===== src/rtl/mul_div_if.sv =====
// Handshake and data bundle between the EX-stage pipeline and the iterative multiply/divide unit.
interface mul_div_if #(
    parameter int WIDTH = 32
);
    logic             start;
    logic [1:0]       op;
    logic [WIDTH-1:0] a;
    logic [WIDTH-1:0] b;
    logic             cancel;
    logic             hi_we;
    logic             lo_we;
    logic [WIDTH-1:0] wdata;
    logic             busy;
    logic             done;
    logic             div_by_zero;
    logic [WIDTH-1:0] hi;
    logic [WIDTH-1:0] lo;

    modport master (
        output start, op, a, b, cancel, hi_we, lo_we, wdata,
        input  busy, done, div_by_zero, hi, lo
    );

    modport slave (
        input  start, op, a, b, cancel, hi_we, lo_we, wdata,
        output busy, done, div_by_zero, hi, lo
    );
endinterface


===== src/rtl/mul_div_unit.sv =====
// Iterative radix-2 MULT/MULTU/DIV/DIVU unit with architectural HI/LO registers.
// Signed operations run on magnitudes; the sign is applied in the FIN state.
module mul_div_unit #(
    parameter  int WIDTH = 32,
    localparam int CNT_W = $clog2(WIDTH) + 1
) (
    input  logic     clk,
    input  logic     rst,
    mul_div_if.slave bus
);

    typedef enum logic [1:0] {
        ST_IDLE = 2'd0,
        ST_CALC = 2'd1,
        ST_FIN  = 2'd2
    } state_t;

    state_t               state_r;
    state_t               state_nx_s;
    logic                 accept_s;
    logic                 is_div_s;
    logic                 signed_s;
    logic                 b_zero_s;
    logic [WIDTH-1:0]     a_mag_s;
    logic [WIDTH-1:0]     b_mag_s;
    logic [2*WIDTH-1:0]   acc_r;
    logic [2*WIDTH-1:0]   acc_step_s;
    logic [WIDTH-1:0]     opnd_r;
    logic                 is_div_r;
    logic                 neg_res_r;
    logic                 neg_rem_r;
    logic                 dbz_r;
    logic [CNT_W-1:0]     cnt_r;
    logic [WIDTH:0]       mul_sum_s;
    logic [WIDTH:0]       rem_shift_s;
    logic [WIDTH-1:0]     rem_diff_s;
    logic [2*WIDTH-1:0]   prod_fix_s;
    logic [WIDTH-1:0]     quot_fix_s;
    logic [WIDTH-1:0]     rem_fix_s;
    logic                 wr_ok_s;
    logic [WIDTH-1:0]     hi_r;
    logic [WIDTH-1:0]     lo_r;
    logic                 busy_r;
    logic                 done_r;
    logic                 div_by_zero_r;

    function automatic logic [WIDTH-1:0] mag(input logic [WIDTH-1:0] v, input logic sgn);
        return (sgn && v[WIDTH-1]) ? ({WIDTH{1'b0}} - v) : v;
    endfunction

    // Operand decode for a start request
    always_comb begin
        is_div_s = bus.op[1];
        signed_s = ~bus.op[0];
        b_zero_s = (bus.b == {WIDTH{1'b0}});
        a_mag_s  = mag(bus.a, signed_s);
        b_mag_s  = mag(bus.b, signed_s);
    end

    // Next-state logic; cancel aborts any non-idle state without a done pulse
    always_comb begin
        state_nx_s = state_r;
        accept_s   = 1'b0;
        case (state_r)
            ST_IDLE: begin
                if (bus.start && !bus.cancel) begin
                    accept_s   = 1'b1;
                    state_nx_s = (is_div_s && b_zero_s) ? ST_FIN : ST_CALC;
                end else begin
                    state_nx_s = ST_IDLE;
                end
            end
            ST_CALC: begin
                if (bus.cancel) begin
                    state_nx_s = ST_IDLE;
                end else if (cnt_r == CNT_W'(WIDTH - 1)) begin
                    state_nx_s = ST_FIN;
                end else begin
                    state_nx_s = ST_CALC;
                end
            end
            ST_FIN:  state_nx_s = ST_IDLE;
            default: state_nx_s = ST_IDLE;
        endcase
    end

    // One radix-2 step: shift-add for multiply, restoring shift-subtract for divide
    always_comb begin
        mul_sum_s   = {1'b0, acc_r[2*WIDTH-1:WIDTH]} + {1'b0, opnd_r};
        rem_shift_s = {acc_r[2*WIDTH-1:WIDTH], acc_r[WIDTH-1]};
        rem_diff_s  = rem_shift_s[WIDTH-1:0] - opnd_r;
        if (is_div_r) begin
            if (rem_shift_s >= {1'b0, opnd_r}) begin
                acc_step_s = {rem_diff_s, acc_r[WIDTH-2:0], 1'b1};
            end else begin
                acc_step_s = {rem_shift_s[WIDTH-1:0], acc_r[WIDTH-2:0], 1'b0};
            end
        end else begin
            if (acc_r[0]) begin
                acc_step_s = {mul_sum_s, acc_r[WIDTH-1:1]};
            end else begin
                acc_step_s = {1'b0, acc_r[2*WIDTH-1:1]};
            end
        end
    end

    // Sign fix-up of the finished magnitude result; MTHI/MTLO gating
    always_comb begin
        prod_fix_s = neg_res_r ? ({2*WIDTH{1'b0}} - acc_r) : acc_r;
        quot_fix_s = neg_res_r ? ({WIDTH{1'b0}} - acc_r[WIDTH-1:0]) : acc_r[WIDTH-1:0];
        rem_fix_s  = neg_rem_r ? ({WIDTH{1'b0}} - acc_r[2*WIDTH-1:WIDTH])
                               : acc_r[2*WIDTH-1:WIDTH];
        wr_ok_s    = !busy_r && !done_r;
    end

    // State, datapath and architectural register updates
    always_ff @(posedge clk) begin
        if (rst) begin
            state_r       <= ST_IDLE;
            acc_r         <= {2*WIDTH{1'b0}};
            opnd_r        <= {WIDTH{1'b0}};
            is_div_r      <= 1'b0;
            neg_res_r     <= 1'b0;
            neg_rem_r     <= 1'b0;
            dbz_r         <= 1'b0;
            cnt_r         <= {CNT_W{1'b0}};
            hi_r          <= {WIDTH{1'b0}};
            lo_r          <= {WIDTH{1'b0}};
            busy_r        <= 1'b0;
            done_r        <= 1'b0;
            div_by_zero_r <= 1'b0;
        end else begin
            state_r <= state_nx_s;
            busy_r  <= (state_nx_s != ST_IDLE);
            done_r  <= 1'b0;
            if (accept_s) begin
                cnt_r    <= {CNT_W{1'b0}};
                is_div_r <= is_div_s;
                if (is_div_s && b_zero_s) begin
                    // Zero divisor: result preloaded so FIN can pass it straight through
                    acc_r     <= {bus.a, {WIDTH{1'b1}}};
                    opnd_r    <= {WIDTH{1'b0}};
                    neg_res_r <= 1'b0;
                    neg_rem_r <= 1'b0;
                    dbz_r     <= 1'b1;
                end else begin
                    acc_r     <= {{WIDTH{1'b0}}, (is_div_s ? a_mag_s : b_mag_s)};
                    opnd_r    <= is_div_s ? b_mag_s : a_mag_s;
                    neg_res_r <= signed_s & (bus.a[WIDTH-1] ^ bus.b[WIDTH-1]);
                    neg_rem_r <= signed_s & is_div_s & bus.a[WIDTH-1];
                    dbz_r     <= 1'b0;
                end
            end else if (state_r == ST_CALC) begin
                acc_r <= acc_step_s;
                cnt_r <= cnt_r + CNT_W'(1);
            end
            if ((state_r == ST_FIN) && !bus.cancel) begin
                done_r <= 1'b1;
                if (is_div_r) begin
                    hi_r          <= rem_fix_s;
                    lo_r          <= quot_fix_s;
                    div_by_zero_r <= dbz_r;
                end else begin
                    hi_r <= prod_fix_s[2*WIDTH-1:WIDTH];
                    lo_r <= prod_fix_s[WIDTH-1:0];
                end
            end else begin
                if (wr_ok_s && bus.hi_we) begin
                    hi_r <= bus.wdata;
                end
                if (wr_ok_s && bus.lo_we) begin
                    lo_r <= bus.wdata;
                end
            end
        end
    end

    assign bus.busy        = busy_r;
    assign bus.done        = done_r;
    assign bus.div_by_zero = div_by_zero_r;
    assign bus.hi          = hi_r;
    assign bus.lo          = lo_r;

endmodule


===== src/flat_wrapper.sv =====
// flat-port wrapper written by rule: the top's interface ports become plain ports
module mul_div_unit_flat 
#(
    parameter  int WIDTH = 32,
    localparam int CNT_W = $clog2(WIDTH) + 1
)
  (clk, rst, bus_start, bus_op, bus_a, bus_b, bus_cancel, bus_hi_we, bus_lo_we, bus_wdata, bus_busy, bus_done, bus_div_by_zero, bus_hi, bus_lo);
  mul_div_if #(.WIDTH(WIDTH)) bus_i ();
  input  logic clk;
  input  logic rst;
  input wire logic [$bits(bus_i.start)-1:0] bus_start;
  input wire logic [$bits(bus_i.op)-1:0] bus_op;
  input wire logic [$bits(bus_i.a)-1:0] bus_a;
  input wire logic [$bits(bus_i.b)-1:0] bus_b;
  input wire logic [$bits(bus_i.cancel)-1:0] bus_cancel;
  input wire logic [$bits(bus_i.hi_we)-1:0] bus_hi_we;
  input wire logic [$bits(bus_i.lo_we)-1:0] bus_lo_we;
  input wire logic [$bits(bus_i.wdata)-1:0] bus_wdata;
  output wire logic [$bits(bus_i.busy)-1:0] bus_busy;
  output wire logic [$bits(bus_i.done)-1:0] bus_done;
  output wire logic [$bits(bus_i.div_by_zero)-1:0] bus_div_by_zero;
  output wire logic [$bits(bus_i.hi)-1:0] bus_hi;
  output wire logic [$bits(bus_i.lo)-1:0] bus_lo;
  assign bus_i.start = bus_start;
  assign bus_i.op = bus_op;
  assign bus_i.a = bus_a;
  assign bus_i.b = bus_b;
  assign bus_i.cancel = bus_cancel;
  assign bus_i.hi_we = bus_hi_we;
  assign bus_i.lo_we = bus_lo_we;
  assign bus_i.wdata = bus_wdata;
  assign bus_busy = bus_i.busy;
  assign bus_done = bus_i.done;
  assign bus_div_by_zero = bus_i.div_by_zero;
  assign bus_hi = bus_i.hi;
  assign bus_lo = bus_i.lo;
  mul_div_unit #(.WIDTH(WIDTH)) u_core (.clk(clk), .rst(rst), .bus(bus_i));
endmodule

===== config.mk =====
export PLATFORM = sky130hd
export DESIGN_NAME = mul_div_unit_flat
export DESIGN_NICKNAME = d
export VERILOG_FILES = /design/src/rtl/mul_div_if.sv /design/src/rtl/mul_div_unit.sv /design/src/flat_wrapper.sv
export SDC_FILE = /design/constraint.sdc
export NUM_CORES = 1
export LEC_CHECK = 0
export CORE_MARGIN = 1.5
export CORE_UTILIZATION = 38
export CTS_CLUSTER_SIZE = 20
export DETAILED_ROUTE_END_ITERATION = 8
export HOLD_SLACK_MARGIN = 0.06
export MAX_ROUTING_LAYER = met4
export SLEW_MARGIN = 15
export SYNTH_ARGS = -nofsm -noshare
export SYNTH_HDL_FRONTEND = slang
export SYNTH_SLANG_ARGS = --single-unit

===== constraint.sdc =====
create_clock -name clk -period 4.1 [get_ports clk]
set_input_delay 0.615 -clock clk [delete_from_list [all_inputs] [get_ports clk]]
set_output_delay 0.615 -clock clk [all_outputs]
set_load 0.1 [all_outputs]

Yosys cells after proc, flatten, opt, wreduce, memory -nomap -nowiden
Index checks and enable logic that the tools add are counted.

word-level totals
  bits in registers = 175
  output and inout bits = 67

operators by class
  add/subtract/negate cells = 8
  $lt $le $gt $ge = 1
  eq/ne operators = 3
  mux-type cells = 31
  bitwise logic cells = 5
  reductions and logical operators = 19

operators by type and width
  cell                                               count
  two-way mux 64 bit                                 7
  two-way mux 32 bit                                 13
  subtractor 1 x 32 -> 32 bit, first input constant  4
  subtractor 1 x 64 -> 64 bit, first input constant  1
  adder 32 x 32 -> 33 bit                            1
  greater-or-equal comparator 33 x 32 -> 1 bit       1
  logical NOT 32 bit                                 1
  subtractor 32 bit                                  1
  logical AND 1 bit                                  8
  two-way mux 2 bit                                  4
  nonzero test 2 bit                                 4
  adder 6 x 1 -> 6 bit, second input constant        1
  == test 6 x 5 -> 1 bit, second input constant      1
  two-way mux 1 bit                                  6
  one-hot mux 2 bit (2 select lines)                 1
  bitwise AND 1 bit                                  3
  logical NOT 1 bit                                  3
  == test 2 x 1 -> 1 bit, second input constant      1
  == test 2 bit, second input constant               1
  logical NOT 2 bit                                  1
  AND reduction 2 bit                                1
  OR reduction 2 bit                                 1
  inverter 1 bit                                     1
  bitwise XOR 1 bit                                  1

Longest topological paths before layout
Gate-level depths: netlist (run 1).

  depth after elaboration = 6
  depth in mapped cells = 15

Worst setup path after synthesis (run 1)
OpenSTA, ideal clock, no wires.

  kind = register to register
  start point = register u_core.opnd_r[4]
  end point = register u_core.acc_r[40]
  library setup time = 0.086 ns
  data arrival time = 3.069 ns
  required time = 4.014 ns
  setup slack = 0.946 ns
  stages on the path, launching flop included = 15
  buffers on the path = 2
  cell sequence = dfxtp_1 -> inv_1 -> ha_1 -> clkbuf_1 -> nand3_1 -> a21oi_1 -> a211oi_1 -> o211ai_1 -> nor2b_1 -> a221oi_1 -> buf_2 -> mux2_2 -> a21oi_1 -> o21ai_0 -> a211oi_1

between the ends
  cells in the longest elaborated chain, start to end = 5
  elaborated cells on any way between the ends = 8

ends and longest elaborated chain
  item                                             RTL line                                RTL
  start, declared                                  mul_div_unit.sv:28                      logic [WIDTH-1:0] opnd_r;
  start signal, assigned                           mul_div_unit.sv:121                     opnd_r <= {WIDTH{1'b0}};
  start signal, assigned                           mul_div_unit.sv:142                     opnd_r <= {WIDTH{1'b0}};
  start signal, assigned                           mul_div_unit.sv:148                     opnd_r <= is_div_s ? b_mag_s : a_mag_s;
  adder 32 x 32 -> 33 bit (tied with other cells)  mul_div_unit.sv:89                      mul_sum_s = {1'b0, acc_r[2*WIDTH-1:WIDTH]} + {1'b0, opnd_r};
  two-way mux 64 bit (on tied branches)            mul_div_unit.sv:99, mul_div_unit.sv:93
  two-way mux 64 bit (*)                           mul_div_unit.sv:92                      if (is_div_r) begin
  two-way mux 64 bit (*)                           mul_div_unit.sv:153                     end else if (state_r == ST_CALC) begin
  two-way mux 64 bit (*)                           mul_div_unit.sv:136                     if (accept_s) begin
  end signal, assigned                             mul_div_unit.sv:141                     acc_r <= {bus.a, {WIDTH{1'b1}}};
  end signal, assigned                             mul_div_unit.sv:147                     acc_r <= {{WIDTH{1'b0}}, (is_div_s ? a_mag_s : b_mag_s)};
  end signal, assigned                             mul_div_unit.sv:154                     acc_r <= acc_step_s;
  end, declared                                    mul_div_unit.sv:26                      logic [2*WIDTH-1:0] acc_r;

Mark *: on every way between the ends. The rest lies on a longest branch, timed or not. The select of a mux whose other input is x is not followed.
A chain may end at the register's enable or synchronous reset.

Worst setup path in the final report (run 1)
  start point = register u_core.acc_r[39]
  end point = register u_core.acc_r[59]

between the ends
  cells in the longest elaborated chain, start to end = 5
  elaborated cells on any way between the ends = 8

ends and longest elaborated chain
  item                                             RTL line                                RTL
  start signal, assigned                           mul_div_unit.sv:120                     acc_r <= {2*WIDTH{1'b0}};
  start signal, assigned                           mul_div_unit.sv:141
  start signal, assigned                           mul_div_unit.sv:147
  adder 32 x 32 -> 33 bit (tied with other cells)  mul_div_unit.sv:89
  two-way mux 64 bit (on tied branches)            mul_div_unit.sv:99, mul_div_unit.sv:93
  two-way mux 64 bit (*)                           mul_div_unit.sv:92
  two-way mux 64 bit (*)                           mul_div_unit.sv:153
  two-way mux 64 bit (*)                           mul_div_unit.sv:136

Marked as above.

==> results.sh, run 1 <==
export IMPL_viasPerCell=6.09
export IMPL_fmax_mhz=266
export IMPL_worstPathArrival_ns=4.13
export IMPL_finalWeightedCongestion=0.990
export IMPL_ant_nets=0
export IMPL_yosysTopAreaCell="dfxtp_1"
export IMPL_setup_viol=0
export IMPL_p_sw_frac=0.437
export IMPL_synth_edf_count=0
export IMPL_regArea_mm2=0.00351
export IMPL_pwr_share_seq=0.293
export IMPL_timing_rr_start="u_core.acc_r[39]"
export IMPL_synth_cell_types=67
export IMPL_highest_layer="met4"
export IMPL_dp_hpwl_um=53400
export IMPL_drcViolationCount=0
export IMPL_p_clk_frac=0.271
export IMPL_numCtsBuffers=17
export IMPL_htreeDepth=4
export IMPL_root_buffer="clkbuf_16"
export IMPL_overflow=0
export IMPL_p_sw_mw=2.91
export IMPL_grt_pass1_vias=16200
export IMPL_outcome="completed"
export IMPL_fin_crit_sh=0.917
export IMPL_core_area_mm2=0.0399
export IMPL_layout_commonest_cell="nand2_1"
export IMPL_netlist_area_mm2=0.0154
export IMPL_ys_ff_latch=175
export IMPL_clock_skew_final_ns=0.0146
export IMPL_power_density_mw_per_mm2=358
export IMPL_wl_met3_um=5470
export IMPL_drtIter0Drc=1859
export IMPL_die_h_um=204
export IMPL_vias=16900
export IMPL_syn_avg_cell_area_um2=7.26
export IMPL_max_vdd_ir_drop_uv=300
export IMPL_cts_setup_buffers=0
export IMPL_layout_common_cells="nand2_1, nor2_1, o21ai_0, dfxtp_1, a21oi_1"
export IMPL_yosysSeqAreaShare=0.227
export IMPL_reg2reg_depth=10
export IMPL_initial_core_util=0.386
export IMPL_setup_worst_path_end_class="flop"
export IMPL_cp_max_fo=31
export IMPL_finalWorstSetupSlack_ns=0.339
export IMPL_worst_slew_pin_slew_ns=1.05
export IMPL_cap_viol_max_count=0
export IMPL_place_inst=2751
export IMPL_instances_no_fill=2783
export IMPL_synthTopCellsByArea="dfxtp_1, mux2i_1, xnor2_1"
export IMPL_first_pass_iters=8
export IMPL_path_class="flop to flop"
export IMPL_finalSetupTns_ns=0
export IMPL_min_to="u_core.bus.div_by_zero"
export IMPL_synth_flop_cell="dfxtp_1"
export IMPL_placementRows=73
export IMPL_maxSlewViolCount=0
export IMPL_r2r_slack_ns=0.34
export IMPL_post_cts_resized=0
export IMPL_hp_class="flop to flop"
export IMPL_nets=2420
export IMPL_grt_max_degree=66
export IMPL_multi_input_area_mm2=0.0111
export IMPL_cts_tree="yes"
export IMPL_wl_um=68200
export IMPL_min_from="u_core.dbz_r"
export IMPL_power_mw=6.65
export IMPL_die_area_mm2=0.0418
export IMPL_rsz0062_at_grt="no"
export IMPL_drive_above_1_share=0.0726
export IMPL_synthArstFlopShare=0
export IMPL_post_route_min_period_ns=3.76
export IMPL_hold_violations=0
export IMPL_die_x_um=204
export IMPL_combinationalPowerShare=0.437
export IMPL_wl_per_cell_um=24.5
export IMPL_crit_required_ns=4.47
export IMPL_synth_top_cell_area_share=0.227
export IMPL_io_pins=171
export IMPL_r2r_end="u_core.acc_r[59]"
export IMPL_postCtsHoldBufs=0
export IMPL_grt_use_total=0.331
export IMPL_cellLeakagePower_nw=7.33
export IMPL_wl_met1_um=30100
export IMPL_io_buffers=170
export IMPL_cts_sinks=175
export IMPL_synthesis_nets=2297
export IMPL_critical_path_startpoint_type="flop"
export IMPL_grt_antenna_before_repair=0
export IMPL_synth_cells=2122
export IMPL_finish_utilization=0.466
export IMPL_min_path_cells=2
export IMPL_syn2layout_area_growth_pct=20.6
export IMPL_grt_pass1_wl_um=102000
export IMPL_path_clk_slew_ns=0.08
export IMPL_dp_worst_setup_slack_ns=0.186
export IMPL_ctsLongestPathBuffers=2
export IMPL_diodes=0
export IMPL_relSlewSlack=0.299
export IMPL_ys_warn_count=0
export IMPL_clkLatencyLatePin_ns=0.46
export IMPL_met2WireLength_um=30200
export IMPL_internal_power_mw=3.74
export IMPL_fillers=4060
cell type report:
class | count | area share
inverter | 68 | 0.0137
multi-input combinational | 1712 | 0.595
sequential | 175 | 0.189
clock inverter | 15 | 0.0113
clock buffer | 17 | 0.0229
timing repair buffer | 271 | 0.133
tap | 525 | 0.0353
power groups by stage:
stage | Clock, mW | Combinational, mW | Sequential [mW]
floorplan | 0 | 1.58 | 2.23
global placement | 0 | 2.84 | 1.98
detailed placement | 0 | 2.84 | 1.98
CTS | 1.80 | 2.85 | 1.94
global route | 1.87 | 3.10 | 1.96
finish | 1.80 | 2.90 | 1.95
worst max-delay path, cell delays in order, from the launching register on:
cell and delay, ns:
dfxtp_1 0.69, ha_1 0.33, nand4_1 0.20, or3_1 0.46, o211ai_1 0.17, nor2b_1 0.40
a221oi_4 0.13, buf_12 0.21, nor2_1 0.57, a221oi_1 0.19, a221oi_1 0.29
cell usage after synthesis (6+ instances only):
| cell type | number |
|---|---|
| o21ai_0 | 184 |
| a22oi_1 | 7 |
| or2_2 | 9 |
| nand3_1 | 31 |
| xor2_1 | 70 |
| clkbuf_1 | 144 |
| xnor2_1 | 107 |
| o41ai_1 | 16 |
| nand2b_1 | 20 |
| a221oi_1 | 13 |
| dfxtp_1 | 175 |
| a21oi_1 | 170 |
| and3_1 | 9 |
| a211oi_1 | 105 |
| a21o_1 | 32 |
| o21ai_1 | 10 |
| o21bai_1 | 11 |
| ha_1 | 69 |
| nor2_1 | 202 |
| o32ai_1 | 7 |
| nor3_1 | 63 |
| nand4_1 | 24 |
| nand2_1 | 203 |
| a31oi_1 | 22 |
| nor2b_1 | 19 |
| o211ai_1 | 23 |
| o21a_1 | 6 |
| inv_1 | 66 |
| nor4_1 | 28 |
| mux2i_1 | 119 |
| buf_2 | 6 |
| o221ai_1 | 7 |
| or3_1 | 18 |
| or4_1 | 18 |
| o31ai_1 | 20 |
| buf_1 | 17 |
logic make-up (layout without fill, tap and decap cells):
kind of cell / after synthesis / after routing / share of synthesized area
AND/OR/NAND/NOR: 664 / 664 / 0.200
buffers and inverters: 235 / 371 / 0.0577
multiplexers: 121 / 121 / 0.0788
adder cells (fa/ha/maj): 71 / 71 / 0.0586
flip-flops: 175 / 175 / 0.227
AO/OA/AOI/OAI: 679 / 679 / 0.277
XOR/XNOR: 177 / 177 / 0.101
metrics by stage:
stage | instance area (um^2) | hold WS, ns
2_1_floorplan | 15400 | 0.444
3_3_place_gp | 18000 | 0.463
3_5_place_dp | 18000 | 0.468
4_1_cts | 18600 | 0.480
5_1_grt | 18600 | 0.500
6_report | 18600 | 0.485
per-layer routing:
metal,GRT usage,vias up
met5,-,-
met1,0.439,8051
met3,0.0504,119
met4,0.122,0
met2,0.508,821
li1,-,7955
how the worst max path moves through the flow:
stage | from | slack [ns] | end | cells past startpoint
final | u_core.acc_r[39] | 0.34 | u_core.acc_r[59] | 10
after global routing | u_core.acc_r[33] | 0.16 | u_core.acc_r[38] | 14
after CTS | u_core.opnd_r[30] | 0.46 | u_core.acc_r[59] | 11
after detailed placement | bus_b[4] | 0.19 | u_core.bus.busy | 13
after global placement | bus_b[3] | 0.23 | u_core.opnd_r[16] | 10
after floorplan | u_core.opnd_r[4] | 0.95 | u_core.acc_r[40] | 14
state kept, by name, summed over array words and instances (netlist names):
signal                  count
u_core.dbz_r                1
u_core.bus.lo              32
u_core.acc_r               64
u_core.bus.div_by_zero      1
u_core.bus.done             1
u_core.opnd_r              32
u_core.cnt_r                6
u_core.neg_res_r            1
u_core.bus.hi              32
u_core.neg_rem_r            1
u_core.bus.busy             1
u_core.is_div_r             1
u_core.state_r              2
Note: power is estimated with default switching activity, not from simulation.
==> run 2, diff against run 1 <==
- GPL_TIMING_DRIVEN: unset -> 0
==> results.sh, run 2 (synthesis results as in run 1) <==
export IMPL_outcome="completed"
export IMPL_holdWs_ns=0.478
export IMPL_finalWeightedCongestion=1.02
export IMPL_overflow=0
export IMPL_cp_slowest_cell="dfxtp_1"
export IMPL_fin_crit_sh=0.975
export IMPL_setup_worst_path_end_class="flop"
export IMPL_fmax_mhz=250
export IMPL_maxSlewViolCount=0
export IMPL_largest_reg_flops=64
export IMPL_layout_commonest_cell="nand2_1"
export IMPL_syn2layout_area_growth_pct=20.3
export IMPL_drcViolationCount=0
export IMPL_critPathMaxStageDelay_ns=0.75
export IMPL_grt_max_degree=20
export IMPL_vias=17600
export IMPL_htreeDepth=4
export IMPL_ctsLongestPathBuffers=2
export IMPL_grt_pass1_vias=16700
export IMPL_grt_use_total=0.376
export IMPL_cellLeakagePower_nw=7.05
export IMPL_place_inst=2816
export IMPL_cp_max_fo=10
export IMPL_critical_path_startpoint_type="flop"
export IMPL_path_class="flop to flop"
export IMPL_path_cells="ha_1 -> clkbuf_1 -> nand4_1 -> or3_1 -> o211ai_1 -> nor2b_1 -> a221oi_2 -> clkbuf_4 -> clkbuf_2 -> a32oi_1 -> o21ai_0 -> o22ai_1"
export IMPL_dp_hpwl_um=62300
export IMPL_hp_class="flop to flop"
export IMPL_fillers=4153
export IMPL_power_mw=6.60
export IMPL_regMostFlops="u_core.acc_r"
export IMPL_finish_utilization=0.464
export IMPL_worstPathArrival_ns=4.36
export IMPL_instances_no_fill=2851
export IMPL_finalSetupTns_ns=0
export IMPL_cap_viol_max_count=0
export IMPL_numCtsBuffers=17
export IMPL_crit_required_ns=4.46
export IMPL_initial_core_util=0.386
export IMPL_root_buffer="clkbuf_16"
export IMPL_grt_antenna_before_repair=2
export IMPL_drtIter0Drc=1809
export IMPL_clock_skew_final_ns=0.0119
export IMPL_placementRows=73
export IMPL_io_pins=171
export IMPL_hold_violations=0
export IMPL_max_vdd_ir_drop_uv=311
export IMPL_cts_tree="yes"
export IMPL_setup_viol=0
export IMPL_cts_sinks=175
export IMPL_first_pass_iters=5
export IMPL_wl_per_cell_um=26.9
export IMPL_drive_above_1_share=0.0361
export IMPL_ant_nets=0
export IMPL_power_density_mw_per_mm2=356
export IMPL_nets=2486
export IMPL_viasPerCell=6.17
export IMPL_die_x_um=204
export IMPL_worst_slew_pin_slew_ns=1.02
export IMPL_post_route_min_period_ns=4.00
export IMPL_io_buffers=169
export IMPL_wl_um=76800
export IMPL_core_area_mm2=0.0399
export IMPL_die_area_mm2=0.0418
export IMPL_die_h_um=204
export IMPL_path_clk_slew_ns=0.08
export IMPL_relSlewSlack=0.321
export IMPL_layout_common_cells="nand2_1, nor2_1, o21ai_0, dfxtp_1, clkdlybuf4s50_1"
export IMPL_grt_pass1_wl_um=111000
export IMPL_clkLatencyLatePin_ns=0.48
run 2: final cells by class:
class | instances | area, um^2 | area share
Multi-Input combinational cell | 1712 | 11200 | 0.602
Antenna cell | 2 | 5.00 | 0.000270
Clock buffer | 17 | 425 | 0.0230
Timing Repair Buffer | 171 | 1710 | 0.0921
Sequential cell | 175 | 3510 | 0.189
Tap cell | 525 | 657 | 0.0354
Clock inverter | 15 | 176 | 0.00952
Inverter | 68 | 258 | 0.0139
Buffer | 166 | 639 | 0.0345
run 2: power breakdown:
part	switching (mW)	internal (mW)
combinational	1.95	0.964
clock	0.907	0.822
sequential	0.147	1.81
total	3.00	3.60
run 2: final timing paths:
check | start | to | slack [ns] | cells after the start
worst min register to register | u_core.cnt_r[1] | u_core.cnt_r[1] | 0.48 | 2
worst min-delay path | u_core.cnt_r[1] | u_core.cnt_r[1] | 0.48 | 2
worst max-delay path | u_core.acc_r[46] | u_core.acc_r[58] | 0.10 | 12
worst max register to register | u_core.acc_r[46] | u_core.acc_r[58] | 0.10 | 12
run 2: repair_timing:
| action | in CTS | in global routing |
|---|---|---|
| pin swaps | 1 | 4 |
| resized for setup | 16 | 22 |
| endpoints found under the hold margin | 0 | 0 |
| endpoints found under the setup margin | 80 | 55 |
| hold buffers | 0 | 0 |
| buffers inserted | 0 | 2 |
run 2: through the flow:
stage          setup slack, ns  cell area [um^2]
2_1_floorplan            0.946             15400
3_3_place_gp             -1.33             17800
3_5_place_dp             -1.33             17800
4_1_cts                0.00541             18400
5_1_grt               -0.00296             18500
6_report                 0.102             18500
run 2: worst max-delay path, delay by kind of cell, from the launching register on:
kind	cells	cell delay [ns]
compound gates	5	1.12
simple gates	3	0.94
buf+inv	3	0.85
flops	1	0.75
fa+ha+maj	1	0.21
run 2: per-layer routing:
layer | up-vias | wire length [um] | global-route usage | part of all wire
met2 | 963 | 32600 | 0.556 | 0.42
li1 | 8103 | - | - | -
met4 | 0 | 5210 | 0.227 | 0.068
met5 | - | 0 | - | 0
met1 | 8328 | 32100 | 0.470 | 0.42
met3 | 197 | 6780 | 0.0730 | 0.088
==> run 3, diff against run 2 <==
- PLACE_DENSITY: unset -> 0.6
==> results of run 3 <==
Same layout as run 2: the final DEF is identical, and so are final timing and power.
